`src/rtl/div_arb_pkg.sv`:
```
// Shared types for div_arbiter: FSM state encoding, requester-count limits and
// a one-hot to binary index helper.
package div_arb_pkg;

  localparam int unsigned NREQ_MAX = 8;
  localparam int unsigned IDX_W    = 3;

  typedef enum logic [2:0] {
    IDLE,
    ISSUE,
    ARM,
    WAIT,
    RESP
  } arb_state_e;

  function automatic logic [IDX_W-1:0] onehot_to_idx(input logic [NREQ_MAX-1:0] oh);
    logic [IDX_W-1:0] idx;
    idx = '0;
    for (int unsigned i = 0; i < NREQ_MAX; i++) begin
      if (oh[i]) idx = idx | IDX_W'(i);
    end
    return idx;
  endfunction

endpackage

```
`src/rtl/div_arbiter_rr_pick.sv`:
```
// Combinational round-robin selector: searches last+1 .. last+NREQ (mod NREQ)
// and grants the first pending request. Holds no state.
module rr_pick
  import div_arb_pkg::*;
#(
  parameter int unsigned NREQ = 4
) (
  input  logic [NREQ-1:0]  req_i,
  input  logic [IDX_W-1:0] last_i,
  output logic [NREQ-1:0]  gnt_o,
  output logic [IDX_W-1:0] idx_o,
  output logic             any_o
);

  int unsigned         slot;
  logic [NREQ_MAX-1:0] gnt_ext;

  always_comb begin
    gnt_o = '0;
    any_o = 1'b0;
    slot  = 0;
    for (int unsigned k = 1; k <= NREQ; k++) begin
      slot = 32'(last_i) + k;
      if (slot >= NREQ) slot = slot - NREQ;
      for (int unsigned j = 0; j < NREQ; j++) begin
        if (!any_o && (slot == j) && req_i[j]) begin
          gnt_o[j] = 1'b1;
          any_o    = 1'b1;
        end
      end
    end
  end

  always_comb begin
    gnt_ext            = '0;
    gnt_ext[NREQ-1:0]  = gnt_o;
  end

  assign idx_o = onehot_to_idx(gnt_ext);

endmodule

```
`src/rtl/div_arbiter.sv`:
```
// Round-robin sequencer sharing one divider among NREQ requesters.
// Optional feature macro: DIV_ZERO_CHECK_EN (answer B==0 locally without the divider).
module div_arbiter
  import div_arb_pkg::*;
#(
  parameter int unsigned NREQ = 4,
  parameter int unsigned W    = 8
) (
  input  logic              Clk,
  input  logic              Reset,
  input  logic [NREQ-1:0]   ReqValid,
  input  logic [NREQ*W-1:0] ReqA,
  input  logic [NREQ*W-1:0] ReqB,
  output logic [NREQ-1:0]   ReqReady,
  output logic [NREQ-1:0]   RspValid,
  output logic [W-1:0]      RspQ,
  output logic [W-1:0]      RspR,
  output logic              RspErr,
  output logic [W-1:0]      DivA,
  output logic [W-1:0]      DivB,
  output logic              DivStart,
  input  logic [W-1:0]      DivDQ,
  input  logic [W-1:0]      DivDR,
  input  logic              DivDone
);

  arb_state_e       state_q, state_d;
  logic [IDX_W-1:0] last_q, last_d;
  logic [NREQ-1:0]  win_q, win_d;
  logic [NREQ-1:0]  rdy_q, rdy_d;
  logic [NREQ-1:0]  rsp_vld_q, rsp_vld_d;
  logic [W-1:0]     div_a_q, div_a_d;
  logic [W-1:0]     div_b_q, div_b_d;
  logic [W-1:0]     rsp_q_q, rsp_q_d;
  logic [W-1:0]     rsp_r_q, rsp_r_d;
  logic             start_q, start_d;
`ifdef DIV_ZERO_CHECK_EN
  logic             err_q, err_d;
  logic             zero_q, zero_d;
`endif

  logic [NREQ-1:0]  pick_gnt;
  logic [IDX_W-1:0] pick_idx;
  logic             pick_any;
  logic [W-1:0]     sel_a, sel_b;

  rr_pick #(
    .NREQ(NREQ)
  ) u_pick (
    .req_i (ReqValid),
    .last_i(last_q),
    .gnt_o (pick_gnt),
    .idx_o (pick_idx),
    .any_o (pick_any)
  );

  always_comb begin
    sel_a = '0;
    sel_b = '0;
    for (int unsigned i = 0; i < NREQ; i++) begin
      if (pick_gnt[i]) begin
        sel_a = ReqA[i*W +: W];
        sel_b = ReqB[i*W +: W];
      end
    end
  end

  // Every output is registered, so each pulse appears one cycle after the
  // state that decides it (ReqReady in ISSUE, DivStart in ARM, RspValid in RESP).
  always_comb begin
    state_d   = state_q;
    last_d    = last_q;
    win_d     = win_q;
    div_a_d   = div_a_q;
    div_b_d   = div_b_q;
    rsp_q_d   = rsp_q_q;
    rsp_r_d   = rsp_r_q;
    rdy_d     = '0;
    rsp_vld_d = '0;
    start_d   = 1'b0;
`ifdef DIV_ZERO_CHECK_EN
    err_d     = err_q;
    zero_d    = 1'b0;
`endif
    unique case (state_q)
      IDLE: begin
        if (pick_any) begin
          last_d  = pick_idx;
          win_d   = pick_gnt;
          div_a_d = sel_a;
          div_b_d = sel_b;
          rdy_d   = pick_gnt;
          state_d = ISSUE;
`ifdef DIV_ZERO_CHECK_EN
          if (sel_b == '0) begin
            zero_d  = 1'b1;
            state_d = RESP;
          end
`endif
        end
      end
      ISSUE: begin
        start_d = 1'b1;
        state_d = ARM;
      end
      ARM: begin
        state_d = WAIT;
      end
      WAIT: begin
        if (DivDone) begin
          rsp_vld_d = win_q;
          rsp_q_d   = DivDQ;
          rsp_r_d   = DivDR;
`ifdef DIV_ZERO_CHECK_EN
          err_d     = 1'b0;
`endif
          state_d   = RESP;
        end
      end
      RESP: begin
`ifdef DIV_ZERO_CHECK_EN
        // Divide-by-zero shortcut: the response leaves one cycle after ReqReady.
        if (zero_q) begin
          rsp_vld_d = win_q;
          rsp_q_d   = '1;
          rsp_r_d   = div_a_q;
          err_d     = 1'b1;
        end
`endif
        state_d = IDLE;
      end
      default: begin
        state_d = IDLE;
      end
    endcase
  end

  always_ff @(posedge Clk) begin
    if (Reset) begin
      state_q   <= IDLE;
      last_q    <= IDX_W'(NREQ - 1);
      win_q     <= '0;
      rdy_q     <= '0;
      rsp_vld_q <= '0;
      div_a_q   <= '0;
      div_b_q   <= '0;
      rsp_q_q   <= '0;
      rsp_r_q   <= '0;
      start_q   <= 1'b0;
`ifdef DIV_ZERO_CHECK_EN
      err_q     <= 1'b0;
      zero_q    <= 1'b0;
`endif
    end else begin
      state_q   <= state_d;
      last_q    <= last_d;
      win_q     <= win_d;
      rdy_q     <= rdy_d;
      rsp_vld_q <= rsp_vld_d;
      div_a_q   <= div_a_d;
      div_b_q   <= div_b_d;
      rsp_q_q   <= rsp_q_d;
      rsp_r_q   <= rsp_r_d;
      start_q   <= start_d;
`ifdef DIV_ZERO_CHECK_EN
      err_q     <= err_d;
      zero_q    <= zero_d;
`endif
    end
  end

  assign ReqReady = rdy_q;
  assign RspValid = rsp_vld_q;
  assign RspQ     = rsp_q_q;
  assign RspR     = rsp_r_q;
  assign DivA     = div_a_q;
  assign DivB     = div_b_q;
  assign DivStart = start_q;
`ifdef DIV_ZERO_CHECK_EN
  assign RspErr   = err_q;
`else
  assign RspErr   = 1'b0;
`endif

endmodule

```
`config.mk`:
```
export PLATFORM = sky130hd
export DESIGN_NAME = div_arbiter
export DESIGN_NICKNAME = d
export VERILOG_FILES = /design/src/rtl/div_arb_pkg.sv /design/src/rtl/div_arbiter_rr_pick.sv /design/src/rtl/div_arbiter.sv
export SDC_FILE = /design/constraint.sdc
export NUM_CORES = 1
export LEC_CHECK = 0
export ABC_AREA = 0
export BUFFER_PORTS_ARGS = -buffer_cell sky130_fd_sc_hd__buf_2
export CORE_ASPECT_RATIO = 0.8
export CORE_MARGIN = 2
export CORE_UTILIZATION = 43
export CTS_CLUSTER_SIZE = 12
export DETAILED_ROUTE_END_ITERATION = 12
export PLACE_DENSITY = 0.79
export RECOVER_POWER = 25
export SYNTH_ARGS = -nofsm -noshare
export SYNTH_HDL_FRONTEND = slang
export SYNTH_SLANG_ARGS = --single-unit
```
`constraint.sdc`:
```
create_clock -name Clk -period 2.3 [get_ports Clk]
set_input_delay 0.115 -clock Clk [delete_from_list [all_inputs] [get_ports Clk]]
set_output_delay 0.115 -clock Clk [all_outputs]
set_load 0.01 [all_outputs]
```
### Word level (Yosys, flattened, before mapping)

Index checks and enable logic that the tools add are counted.

| cells by class | value |
|---|---|
| add/subtract/negate cells | 8 |
| equal/unequal tests | 17 |
| mux-type cells | 50 |
| magnitude comparators | 4 |
| reductions and logical operators | 56 |
| bitwise operators | 4 |

Operators by type and width:

| operator | number |
|---|---|
| $eq A32 B2 Y1 const B | 8 |
| $eq A32 B1 Y1 const B | 4 |
| $ge A32 B3 Y1 const B | 4 |
| $logic_not A32 Y1 | 4 |
| $mux W32 | 4 |
| $sub A32 B3 Y32 const B | 4 |
| $mux W8 | 8 |
| $mux W1 | 33 |
| $logic_and A1 B1 Y1 | 31 |
| $logic_not A1 Y1 | 15 |
| $pmux W3 S4 | 1 |
| $add A3 B2 Y4 const B | 2 |
| $eq A3 B2 Y1 const B | 2 |
| $mux W3 | 2 |
| $reduce_and A2 Y1 | 3 |
| $reduce_or A3 Y1 | 2 |
| $add A3 B1 Y4 const B | 1 |
| $add A3 B3 Y4 const B | 1 |
| $mux W2 | 2 |
| $ne A2 B2 Y1 const B | 2 |
| $not A1 Y1 | 4 |
| $eq A3 B1 Y1 const B | 1 |
| $logic_not A3 Y1 | 1 |

| storage, ports and cells | value |
|---|---|
| bits in registers | 51 |
| input port bits | 87 |
| logic and storage cells | 149 |
| output and inout bits | 42 |

### Longest topological paths before layout

Gate-level depths: netlist of run 1.

| logic depth | value |
|---|---|
| depth after elaboration | 68 |
| mapped depth | 8 |
| depth with buffers taken out | 5 |

### Hierarchy

A second synthesis of run 1 with hierarchy kept.

| unflattened totals | value |
|---|---|
| cell total of the unflattened synthesis | 335 |
| area, all modules | 2695.1 sq um |

Modules (own cells, without submodules):

| module | seq. area each (sq um) | cells an instance | times used | area each (sq um) |
|---|---|---|---|---|
| div_arbiter | 1021.0 | 286 | 1 | 2367.3 |
| rr_pick | 0.0 | 49 | 1 | 327.8 |

### Worst setup path before layout of run 1

Ideal clock, no wire load.

| timing path | value |
|---|---|
| path kind | reg-to-reg |
| start | register last_q[1] |
| end | register div_a_q[0], in the netlist DivA[0] |
| path buffers | 3 |
| setup time | 134 ps |
| setup slack | 628 ps |
| arrival time | 1539 ps |
| period minus slack after synthesis | 1672 ps |
| stages on the path, launching flop included | 8 |
| data required time | 2166 ps |
| path through | dfxtp_1 > clkbuf_1 > o21ai_0 > a32o_1 > buf_2 > buf_2 > a222oi_1 > o22ai_1 |

| between the ends | value |
|---|---|
| word-level cells in the longest chain between the ends | 67 |
| elaborated cells on any way between the ends | 114 |
| classes of those cells | 8 x add/sub; 4 x order compare; 12 x eq/ne; 39 x mux; 51 x reduce/logical |

RTL lines:

| element | RTL line | text |
|---|---|---|
| start, declared | div_arbiter.sv:28 | `logic [IDX_W-1:0] last_q, last_d;` |
| start signal, assigned | div_arbiter.sv:141 | `last_q <= IDX_W'(NREQ - 1);` |
| start signal, assigned | div_arbiter.sv:156 | `last_q <= last_d;` |
| $add A3 B1 Y4 | div_arbiter_rr_pick.sv:23 | `slot = 32'(last_i) + k;` |
| $sub A32 B3 Y32 or $ge A32 B3 Y1 (tied branches) | div_arbiter_rr_pick.sv:24 | `if (slot >= NREQ) slot = slot - NREQ;` |
| $mux W32 | div_arbiter_rr_pick.sv:24 |  |
| $logic_not A32 Y1 | div_arbiter_rr_pick.sv:26 | `if (!any_o && (slot == j) && req_i[j]) begin` |
| $logic_and A1 B1 Y1 | div_arbiter_rr_pick.sv:26 |  |
| $mux W1 | div_arbiter_rr_pick.sv:26 |  |
| $logic_not A1 Y1 | div_arbiter_rr_pick.sv:26 |  |
| $logic_and A1 B1 Y1 (2 in a row) | div_arbiter_rr_pick.sv:26 |  |
| [... 48 more ...] | -- |  |
| $mux W1 | div_arbiter_rr_pick.sv:26 |  |
| $logic_not A1 Y1 | div_arbiter_rr_pick.sv:26 |  |
| $logic_and A1 B1 Y1 (2 in a row) | div_arbiter_rr_pick.sv:26 |  |
| $mux W1 | div_arbiter_rr_pick.sv:26 |  |
| $logic_not A1 Y1 | div_arbiter_rr_pick.sv:26 |  |
| $logic_and A1 B1 Y1 (2 in a row) | div_arbiter_rr_pick.sv:26 |  |
| $mux W1 | div_arbiter_rr_pick.sv:26 |  |
| $mux W8 or $reduce_and A2 Y1 (tied branches) | -- |  |
| end signal, assigned | div_arbiter.sv:160 | `div_a_q <= div_a_d;` |
| end, declared | div_arbiter.sv:32 | `logic [W-1:0] div_a_q, div_a_d;` |

Parallel ways exist; a longest one is shown, timed or not.
A chain may end at the register's enable or synchronous reset.

### Worst setup path after layout of run 1

| timing path | value |
|---|---|
| start | register state_q[0] |
| end | register last_q[0] |

| between the ends | value |
|---|---|
| word-level cells in the longest chain between the ends | 2 |

RTL lines:

| element | RTL line | text |
|---|---|---|
| start, declared | div_arbiter.sv:27 | `arb_state_e state_q, state_d;` |
| start signal, assigned | div_arbiter.sv:155 | `state_q <= state_d;` |
| $logic_not A3 Y1 | div_arbiter.sv:85 | `unique case (state_q)` |
| $reduce_and A2 Y1 (no source line) | -- |  |

No other way between the ends.

==> out/metrics.yaml, run 1 <==
detailed_routing:
  drtIter0Drc: 270
  vias: 2370
  route.detailed.drc: 0
  post_drt_via_cell_ratio: 5.47
  antenna_left: 0
  wl_um: 6420
  routedWlPerCell_um: 14.8
  first_pass_iters: 7
yosys:
  synth.most_common_cell: "nand2_1"
  syn_area_sq_um: 2160
  synth_top_area_share: 0.462
  synth_seq_area_share: 0.462
  synth_seq_cells: 50
  synth_edf_count: 0
  ys_warn_count: 0
  synthArstFlopShare: 0
  syn_inst: 252
  yosysTopAreaCell: "dfxtp_1"
  syn_area_per_cell_sq_um: 8.59
  synthTopCellsByCount: "54 x nand2_1, 50 x dfxtp_1, 22 x a21oi_1"
  synth_nets: 339
  synth.distinct_cells: 36
  synthFlopType: "dfxtp_1"
  ys_top_cells_by_area: "dfxtp_1 46%, nand2_1 9.4%, a222oi_1 6.9%"
grt:
  globalRouteTotalUtil: 0.223
  grt_pass1_vias: 2184
  antenna_found_initial: 0
  grt_pass1_wl_um: 9940
  grt_start_max_net_pins: 39
  grt-ovfl-total: 0
power_and_ir_drop:
  ir_drop_mv: 0.403
  finalPower_w: 0.00200
  p_leak_nw: 1.28
  p_per_area_nw_per_um2: 690
floorplanning:
  die_w_um: 83.3
  dieArea_sq_um: 5620
  rows: 23
  start_util: 0.440
  io-pin-count: 129
  fp.dieH_um: 67.5
  design.core.area_sq_um: 4920
cells_and_area:
  n_antenna_cell: 0
  layout.nets: 457
  synthToLayoutAreaGrowth_pct: 33.8
  fin_cells: 433
  drive_above_1_share: 0.345
cts:
  clock_latency_ns: 0.30
  cts_setup_buffers: 0
  h-tree-depth: 2
  clockBufferDepth: 2
  cts_buffers: 5
  ctsResizeCount: 0
  clkSlewWorstSetupHoldPaths_ns: 0.09
  tritoncts: "built"
  ctsHoldBuffers: 0
  cts_root_buf: "clkbuf_8"
  cts.sinks: 50
place:
  dp_cells: 425
  portBuffers: 127
  routabilityCongestion: 0.799
  dp_hpwl_um: 4640
sta:
  max_freq_mhz: 551
  rsz0062_at_grt: "no"
  fin_crit_sh: 0.789
  setup_viol: 0
  fin_tns_setup_ns: 0
  min_period_ns: 1.81
  max_slew_margin: 0.571
  maxSlewViolCount: 0
  worstMarginPinSlew_ns: 0.644
  fin_skew_ns: 0.00890
  hold_viol: 0
worst_setup_path:
  reg2reg_slack_ns: 0.49
  worstRegToRegCells: 4
  worstSetupStartpoint: "state_q[0]"
  rr_endpoint: "last_q[0]"
  worst-endpoint-arrival_ns: 2.00
  crit_type: "reg -> reg"
  crit_path_end_kind: "flop"
  r2r-start: "state_q[0]"
  start_kind: "flop"
  worstPathRequired_ns: 2.49
  cp-endpoint: "last_q[0]"
  path_max_fanout: 14
flow_run:
  maxCapViolations: 0
run_status:
  status: "completed"
min_path:
  hold_path.class: "in -> reg"
[cell usage in the layout, fill, tap and decap left out, types with 3 or more instances in the layout]
cell       count
buf_4          7
a2bb2oi_1     15
dfxtp_1       50
and3_1         3
and2_1         4
buf_2        105
nand2_1       54
inv_1          6
clkbuf_1      22
nor2b_1        3
o22ai_1       16
a222oi_1      15
nor2_1        12
or2_2          3
a21oi_1       22
clkbuf_8       6
[registers in the layout, summed over array words and instances, names as in the netlist]
| name | flops |
|---|---|
| RspValid | 4 |
| DivStart | 1 |
| ReqReady | 4 |
| RspR | 8 |
| DivA | 8 |
| win_q | 4 |
| RspQ | 8 |
| state_q | 3 |
| DivB | 8 |
| last_q | 2 |
[cell type report]
type	instances	area, sq um
inverter	6	22.5
sequential	50	1000
multi-input combinational	173	1040
timing repair buffer	134	661
fill	479	2030
clock buffer	6	82.6
clock inverter	2	12.5
tap	62	77.6
[stage by stage]
step	util	setup WS (ns)	area [sq um]	hold WS (ns)
after global placement	0.575	0.540	2830	0.355
final	0.588	0.485	2900	0.0409
after global routing	0.588	0.374	2900	0.0274
after CTS	0.594	0.515	2920	0.0415
after floorplan	-	0.628	2160	0.251
after detailed placement	0.575	0.506	2830	0.362
[worst min path at each step]
stage          cells after the start     start  slack [ns]      end
3_5_place_dp                       3  DivDQ[3]        0.36  RspQ[3]
3_3_place_gp                       3  DivDQ[7]        0.36  RspQ[7]
6_report                           3  DivDQ[3]        0.04  RspQ[3]
2_1_floorplan                      2  DivDQ[0]        0.25  RspQ[0]
5_1_grt                            3  DivDQ[2]        0.03  RspQ[2]
4_1_cts                            3  DivDQ[5]        0.04  RspQ[5]
[cells by family after synthesis]
group | after synthesis | share of synthesized area
AND/OR/NAND/NOR | 90 | 0.196
AO/OA/AOI/OAI | 82 | 0.278
flip-flops | 50 | 0.462
buffers and inverters | 29 | 0.0619
other | 1 | 0.00173
[critical path, stage by stage (launching register included)]
cell	delay, ns
dfxtp_1	0.39
nor4_4	0.62
buf_4	0.32
a31oi_1	0.09
or2_2	0.27
[where the power goes]
group | total, W | switching (W) | leakage (nW) | internal, W
logic | 0.000496 | 0.000264 | 0.830 | 0.000232
registers | 0.000976 | 0.0000471 | 0.407 | 0.000929
clock network | 0.000526 | 0.000284 | 0.0472 | 0.000242
total | 0.00200 | 0.000595 | 1.28 | 0.00140
[layer usage]
layer / part of all wire / global-route usage / vias up
met2: 0.47 / 0.364 / 134
li1: - / - / 1151
met3: 0.091 / 0.0636 / 12
met5: 0 / 0.0364 / -
met1: 0.42 / 0.281 / 1073
met4: 0.018 / 0.0861 / 0
(Power assumes the default switching activity.)
==> run 2, diff against run 1 <==
--- a/config.mk
+++ b/config.mk
@@ -9,10 +9,10 @@
 export BUFFER_PORTS_ARGS = -buffer_cell sky130_fd_sc_hd__buf_2
 export CORE_ASPECT_RATIO = 0.8
 export CORE_MARGIN = 2
-export CORE_UTILIZATION = 43
+export CORE_UTILIZATION = 39
 export CTS_CLUSTER_SIZE = 12
 export DETAILED_ROUTE_END_ITERATION = 12
-export PLACE_DENSITY = 0.79
+export PLACE_DENSITY = 0.76
 export RECOVER_POWER = 25
 export SYNTH_ARGS = -nofsm -noshare
 export SYNTH_HDL_FRONTEND = slang
==> constraint.sdc (replaced) <==
create_clock -name Clk -period 1.53 [get_ports Clk]
set_input_delay 0.0765 -clock Clk [delete_from_list [all_inputs] [get_ports Clk]]
set_output_delay 0.0765 -clock Clk [all_outputs]
set_load 0.01 [all_outputs]
==> out/metrics.yaml, run 2 (synthesized netlist as in run 1, its figures left out) <==
run_status:
  status: "complete, but fails checks"
  violations: "negative setup slack"
floorplanning:
  io-pin-count: 129  # unchanged
  fp.dieH_um: 70.6  # +4.7%
  die_w_um: 87.3  # +4.8%
  start_util: 0.400  # -0.0394
  dieArea_sq_um: 6170  # +9.7%
  rows: 24  # +4.3%
  design.core.area_sq_um: 5410  # +9.8%
cts:
  cts_root_buf: "clkbuf_8"
  clockBufferDepth: 2  # unchanged
  clkSlewWorstSetupHoldPaths_ns: 0.09  # about the same
  cts.sinks: 50  # unchanged
  clock_latency_ns: 0.31  # about the same
  cts_buffers: 5  # unchanged
  h-tree-depth: 2  # unchanged
  tritoncts: "built"
cells_and_area:
  synthToLayoutAreaGrowth_pct: 62.3
  layout.nets: 495  # +8.3%
  final_common_cell: "buf_2"
  n_antenna_cell: 0  # unchanged
  final_cell_mix: "109 x buf_2, 54 x nand2_1, 47 x dfxtp_1"
  fin_cells: 474  # +9.5%
  drive_above_1_share: 0.435  # +0.0902
worst_setup_path:
  path_max_fanout: 6  # -8
  worstPathRequired_ns: 1.73  # -0.76 ns
  crit_top_cell: "buf_12"
  crit_type: "reg -> reg"
  worstSetupStartpoint: "last_q[1]"
  critPathSlowestCell: "dfxtp_4"
  reg2reg_slack_ns: -0.10  # -0.59 ns
  worstRegToRegCells: 7  # +3
  cp-endpoint: "last_q[0]"
  crit_chain: "buf_4, o21bai_4, a32oi_4, buf_12, buf_12, a31oi_1, or2_2"
  worst_path_largest_cell_delay_ns: 0.36  # -0.26 ns
  r2r-start: "last_q[1]"
  rr_endpoint: "last_q[0]"
  start_kind: "flop"
  worst-endpoint-arrival_ns: 1.83  # -0.17 ns
  crit_path_end_kind: "flop"
detailed_routing:
  vias: 2548  # +7.5%
  first_pass_iters: 5  # -2
  drtIter0Drc: 250  # -7.4%
  antenna_left: 0  # unchanged
  routedWlPerCell_um: 15.3  # +2.9%
  wl_um: 7230  # +13%
  route.detailed.drc: 0  # unchanged
  post_drt_via_cell_ratio: 5.38  # -1.8%
place:
  routabilityCongestion: 0.790  # -1.1%
  dp_hpwl_um: 4560  # -1.8%
  portBuffers: 127  # unchanged
  dp_cells: 442  # +4.0%
sta:
  fin_tns_setup_ns: -1.03  # -1.03 ns
  fin_skew_ns: 0.00984  # +0.000942 ns
  min_period_ns: 1.63  # -0.182 ns
  max_freq_mhz: 613  # +11%
  fin_crit_sh: 1.07  # +0.278
  rsz0062_at_grt: "yes"
  maxSlewViolCount: 0  # unchanged
  setup_viol: 18  # +18
  hold_viol: 0  # unchanged
  worst_slack_ns: -0.103  # -0.588 ns
flow_run:
  maxCapViolations: 0  # unchanged
power_and_ir_drop:
  ir_drop_mv: 0.582  # +44%
  p_per_area_nw_per_um2: 976  # +41%
  p_leak_nw: 1.56  # +21%
  finalPower_w: 0.00343  # +72%
grt:
  globalRouteTotalUtil: 0.229  # +0.00636
  grt_pass1_wl_um: 11200  # +13%
  grt_start_max_net_pins: 39  # unchanged
  grt-ovfl-total: 0  # unchanged
  antenna_found_initial: 0  # unchanged
  grt_pass1_vias: 2349  # +7.6%
min_path:
  hold_path.class: "in -> reg"
  worstHoldStart: "DivDQ[2]"
  hold_depth: 3  # unchanged
[run 2: critical path: cells and delay by family, from the launching register on]
kind / cells / cell delay [ns]
AO/OA/AOI/OAI: 3 / 0.48
AND/OR/NAND/NOR: 1 / 0.27
buffers and inverters: 3 / 0.41
flip-flops: 1 / 0.36
[run 2: per-layer routing]
layer  track usage  up-vias  part of all wire
li1              -     1240                 -
met4        0.0684        0             0.020
met5             0        -                 0
met2         0.368      133              0.48
met1         0.317     1157              0.43
met3        0.0385       18             0.074
[run 2: worst min path at each step]
stage	endpoint	slack (ns)
floorplan	RspQ[0]	0.21
global placement	RspR[1]	0.32
detailed placement	RspR[0]	0.32
CTS	RspQ[2]	0.01
global route	RspQ[2]	0.03
finish	RspQ[2]	0.01
[run 2: through the flow]
| stage | util | area (sq um) | setup WS (ns) | hold slack [ns] |
|---|---|---|---|---|
| floorplan | - | 2200 | -0.00476 | 0.212 |
| global placement | 0.558 | 3020 | -0.0528 | 0.317 |
| detailed placement | 0.558 | 3020 | -0.0754 | 0.322 |
| CTS | 0.641 | 3460 | -0.0533 | 0.0116 |
| global route | 0.650 | 3510 | -0.180 | 0.0286 |
| finish | 0.650 | 3510 | -0.103 | 0.0149 |
[run 2: final cells by class]
cell class              count  area (sq um)
well taps                  65          81.3
clock buffers               7          96.3
flip-flops and latches     50          1010
clock inverters             1          8.76
fillers                   463          1890
inverters                   6          22.5
multi-input cells         174          1190
repair buffers            171          1110
[run 2: report_power, final]
group          total [W]  switching, W  internal (W)  leakage [nW]
Sequential       0.00146     0.0000651       0.00140         0.408
Combinational    0.00111      0.000514      0.000596          1.10
Clock           0.000856      0.000441      0.000415        0.0544
Total            0.00343       0.00102       0.00241          1.56
[run 2: what timing repair did]
item	CTS	global route
endpoints found under the setup margin	18	20
hold buffers	15	0
pin swaps	8	11
hold endpoints to repair	15	0
gates resized for setup	22	12
gates cloned	3	1
buffers inserted	6	1
==> run 3, diff against run 2 <==
--- a/config.mk
+++ b/config.mk
@@ -12,8 +12,11 @@
 export CORE_UTILIZATION = 39
 export CTS_CLUSTER_SIZE = 12
 export DETAILED_ROUTE_END_ITERATION = 12
+export GPL_TIMING_DRIVEN = 0
 export PLACE_DENSITY = 0.76
 export RECOVER_POWER = 25
+export REMOVE_ABC_BUFFERS = 1
+export SETUP_SLACK_MARGIN = 0.1
 export SYNTH_ARGS = -nofsm -noshare
 export SYNTH_HDL_FRONTEND = slang
 export SYNTH_SLANG_ARGS = --single-unit
==> out/metrics.yaml, run 3 (synthesized netlist as in run 1, its figures left out) <==
worst_setup_path:
  crit_buf_inv: 1  # -2
  cp_top_family: "compound AO/OA/AOI/OAI gates"
  crit_path_end_kind: "flop"
  crit_type: "reg -> reg"
  start_kind: "flop"
  worst_path_largest_cell_delay_ns: 0.37  # about the same
  crit_chain: "buf_2, nor2b_2, o21ai_2, and3_4, a222oi_1, o22ai_1"
  worstPathRequired_ns: 1.68  # -0.05 ns
  critPathSlowestCell: "dfxtp_4"
  worst-endpoint-arrival_ns: 1.84  # about the same
  path_max_fanout: 8  # +2
power_and_ir_drop:
  clkPwrFrac: 0.256  # +0.006
  p_sw_frac: 0.328  # +0.0305
  power_frac_seq: 0.396  # -0.031
  p_int_w: 0.00251  # +4.3%
  finalPower_w: 0.00374  # +9.0%
  p_per_area_nw_per_um2: 995  # +2.0%
  ir_drop_mv: 0.501  # -14%
  switchingPower_w: 0.00123  # +20%
  p_leak_nw: 1.57  # +1.0%
  p_comb_frac: 0.348  # +0.024
run_status:
  status: "complete, but fails checks"
  violations: "negative setup slack"
place:
  routabilityCongestion: 0.711  # -10%
  dp_hpwl_um: 4370  # -4.1%
  portBuffers: 127  # unchanged
  placed_cell_area_sq_um: 2790  # -7.5%
  dp_cells: 422  # -4.5%
  dp_slack_ns: -0.706  # -0.631 ns
cells_and_area:
  drive_above_1_share: 0.495  # +0.0600
  layout.nets: 504  # +1.8%
  n_antenna_cell: 0  # unchanged
  final_common_cell: "buf_2"
  fin_area_sq_um: 3760  # +6.9%
  final_util: 0.695  # +0.0449
  synthToLayoutAreaGrowth_pct: 73.5
  final_cell_mix: "110 x buf_2, 53 x nand2_1, 45 x dfxtp_1"
  fin_cells: 483  # +1.9%
grt:
  grt_pass1_wl_um: 12700  # +13%
  globalRouteTotalUtil: 0.264  # +0.0354
  grt_start_max_net_pins: 40  # +2.6%
  grt-ovfl-total: 0  # unchanged
  antenna_found_initial: 0  # unchanged
  grt_pass1_vias: 2547  # +8.4%
cts:
  cts.sinks: 50  # unchanged
  clock_latency_ns: 0.31  # about the same
  tritoncts: "built"
  clkSlewWorstSetupHoldPaths_ns: 0.09  # about the same
  cts_buffers: 5  # unchanged
  cts_root_buf: "clkbuf_8"
  h-tree-depth: 2  # unchanged
  clockBufferDepth: 2  # unchanged
detailed_routing:
  drtIter0Drc: 321  # +28%
  antenna_left: 0  # unchanged
  routedWlPerCell_um: 20.2  # +33%
  vias: 2892  # +14%
  post_drt_via_cell_ratio: 5.99  # +11%
  wl_um: 9770  # +35%
  route.detailed.drc: 0  # unchanged
  first_pass_iters: 5  # unchanged
floorplanning:
  rows: 24  # unchanged
  io-pin-count: 129  # unchanged
  fp.dieH_um: 70.6  # unchanged
  dieArea_sq_um: 6170  # unchanged
  design.core.area_sq_um: 5410  # unchanged
  die_w_um: 87.3  # unchanged
  start_util: 0.400  # unchanged
sta:
  max_slew_margin: 0.459
  worst_slack_ns: -0.159  # -0.0560 ns
  max_freq_mhz: 592  # -3.3%
  fin_crit_sh: 1.10  # +0.0366
  worstMarginPinSlew_ns: 0.811
  hold_viol: 0  # unchanged
  fin_skew_ns: 0.00439  # -0.00545 ns
  rsz0062_at_grt: "yes"
  setup_viol: 17  # -1
  min_period_ns: 1.69  # +0.0560 ns
  maxSlewViolCount: 0  # unchanged
flow_run:
  maxCapViolations: 0  # unchanged
min_path:
  hold_path.class: "in -> reg"
-- run 3: metal layers --
metal | vias up | wire [um] | GRT usage
met1 | 1376 | 3850 | 0.350
met4 | 0 | 344 | 0.118
met2 | 182 | 4640 | 0.419
met5 | - | 0 | 0
met3 | 38 | 939 | 0.0502
li1 | 1296 | - | -
-- run 3: layout make-up --
type,count,area [sq um]
Fill cell,417,1650
Multi-Input combinational cell,185,1500
Sequential cell,50,1020
Timing Repair Buffer,169,1020
Tap cell,65,81.3
Clock buffer,6,72.6
Clock inverter,2,37.5
Inverter,6,25.0
-- run 3: what timing repair did --
action	in CTS	in global routing
setup buffers	15	10
gates cloned	5	7
endpoints found under the hold margin	15	1
pin swaps	32	40
gates resized for setup	46	42
setup endpoints to repair	41	37
hold buffers	15	1
-- run 3: metrics by stage --
step / setup TNS, ns / hold WS [ns]
after floorplan: -6.97 / 0.146
after global placement: -26.15 / 0.317
after detailed placement: -17.55 / 0.324
after CTS: -0.909 / 0.00243
after global routing: -1.59 / 0.0863
final: -1.04 / 0.0769
-- run 3: worst paths after layout --
kind | cells past startpoint | slack [ns] | from | to
max reg2reg | 6 | -0.16 | last_q[1] | DivA[5]
min reg2reg | 2 | 0.46 | win_q[2] | win_q[2]
max | 6 | -0.16 | last_q[1] | DivA[5]
min | 3 | 0.08 | ReqB[2] | DivB[2]
-- run 3: worst min-delay path, delay by kind of cell --
kind | cells | cell delay [ns]
buffers and inverters | 1 | 0.08
AOI/OAI and AO/OA | 2 | 0.19
-- run 3: power by group through the flow --
stage / clock network [W] / registers (W) / logic [W]
after CTS: 0.000960 / 0.00148 / 0.00100
after global routing: 0.00101 / 0.00149 / 0.00135
final: 0.000956 / 0.00148 / 0.00130
after floorplan: 0 / 0.00152 / 0.000381
after global placement: 0 / 0.00148 / 0.000715
after detailed placement: 0 / 0.00149 / 0.000741
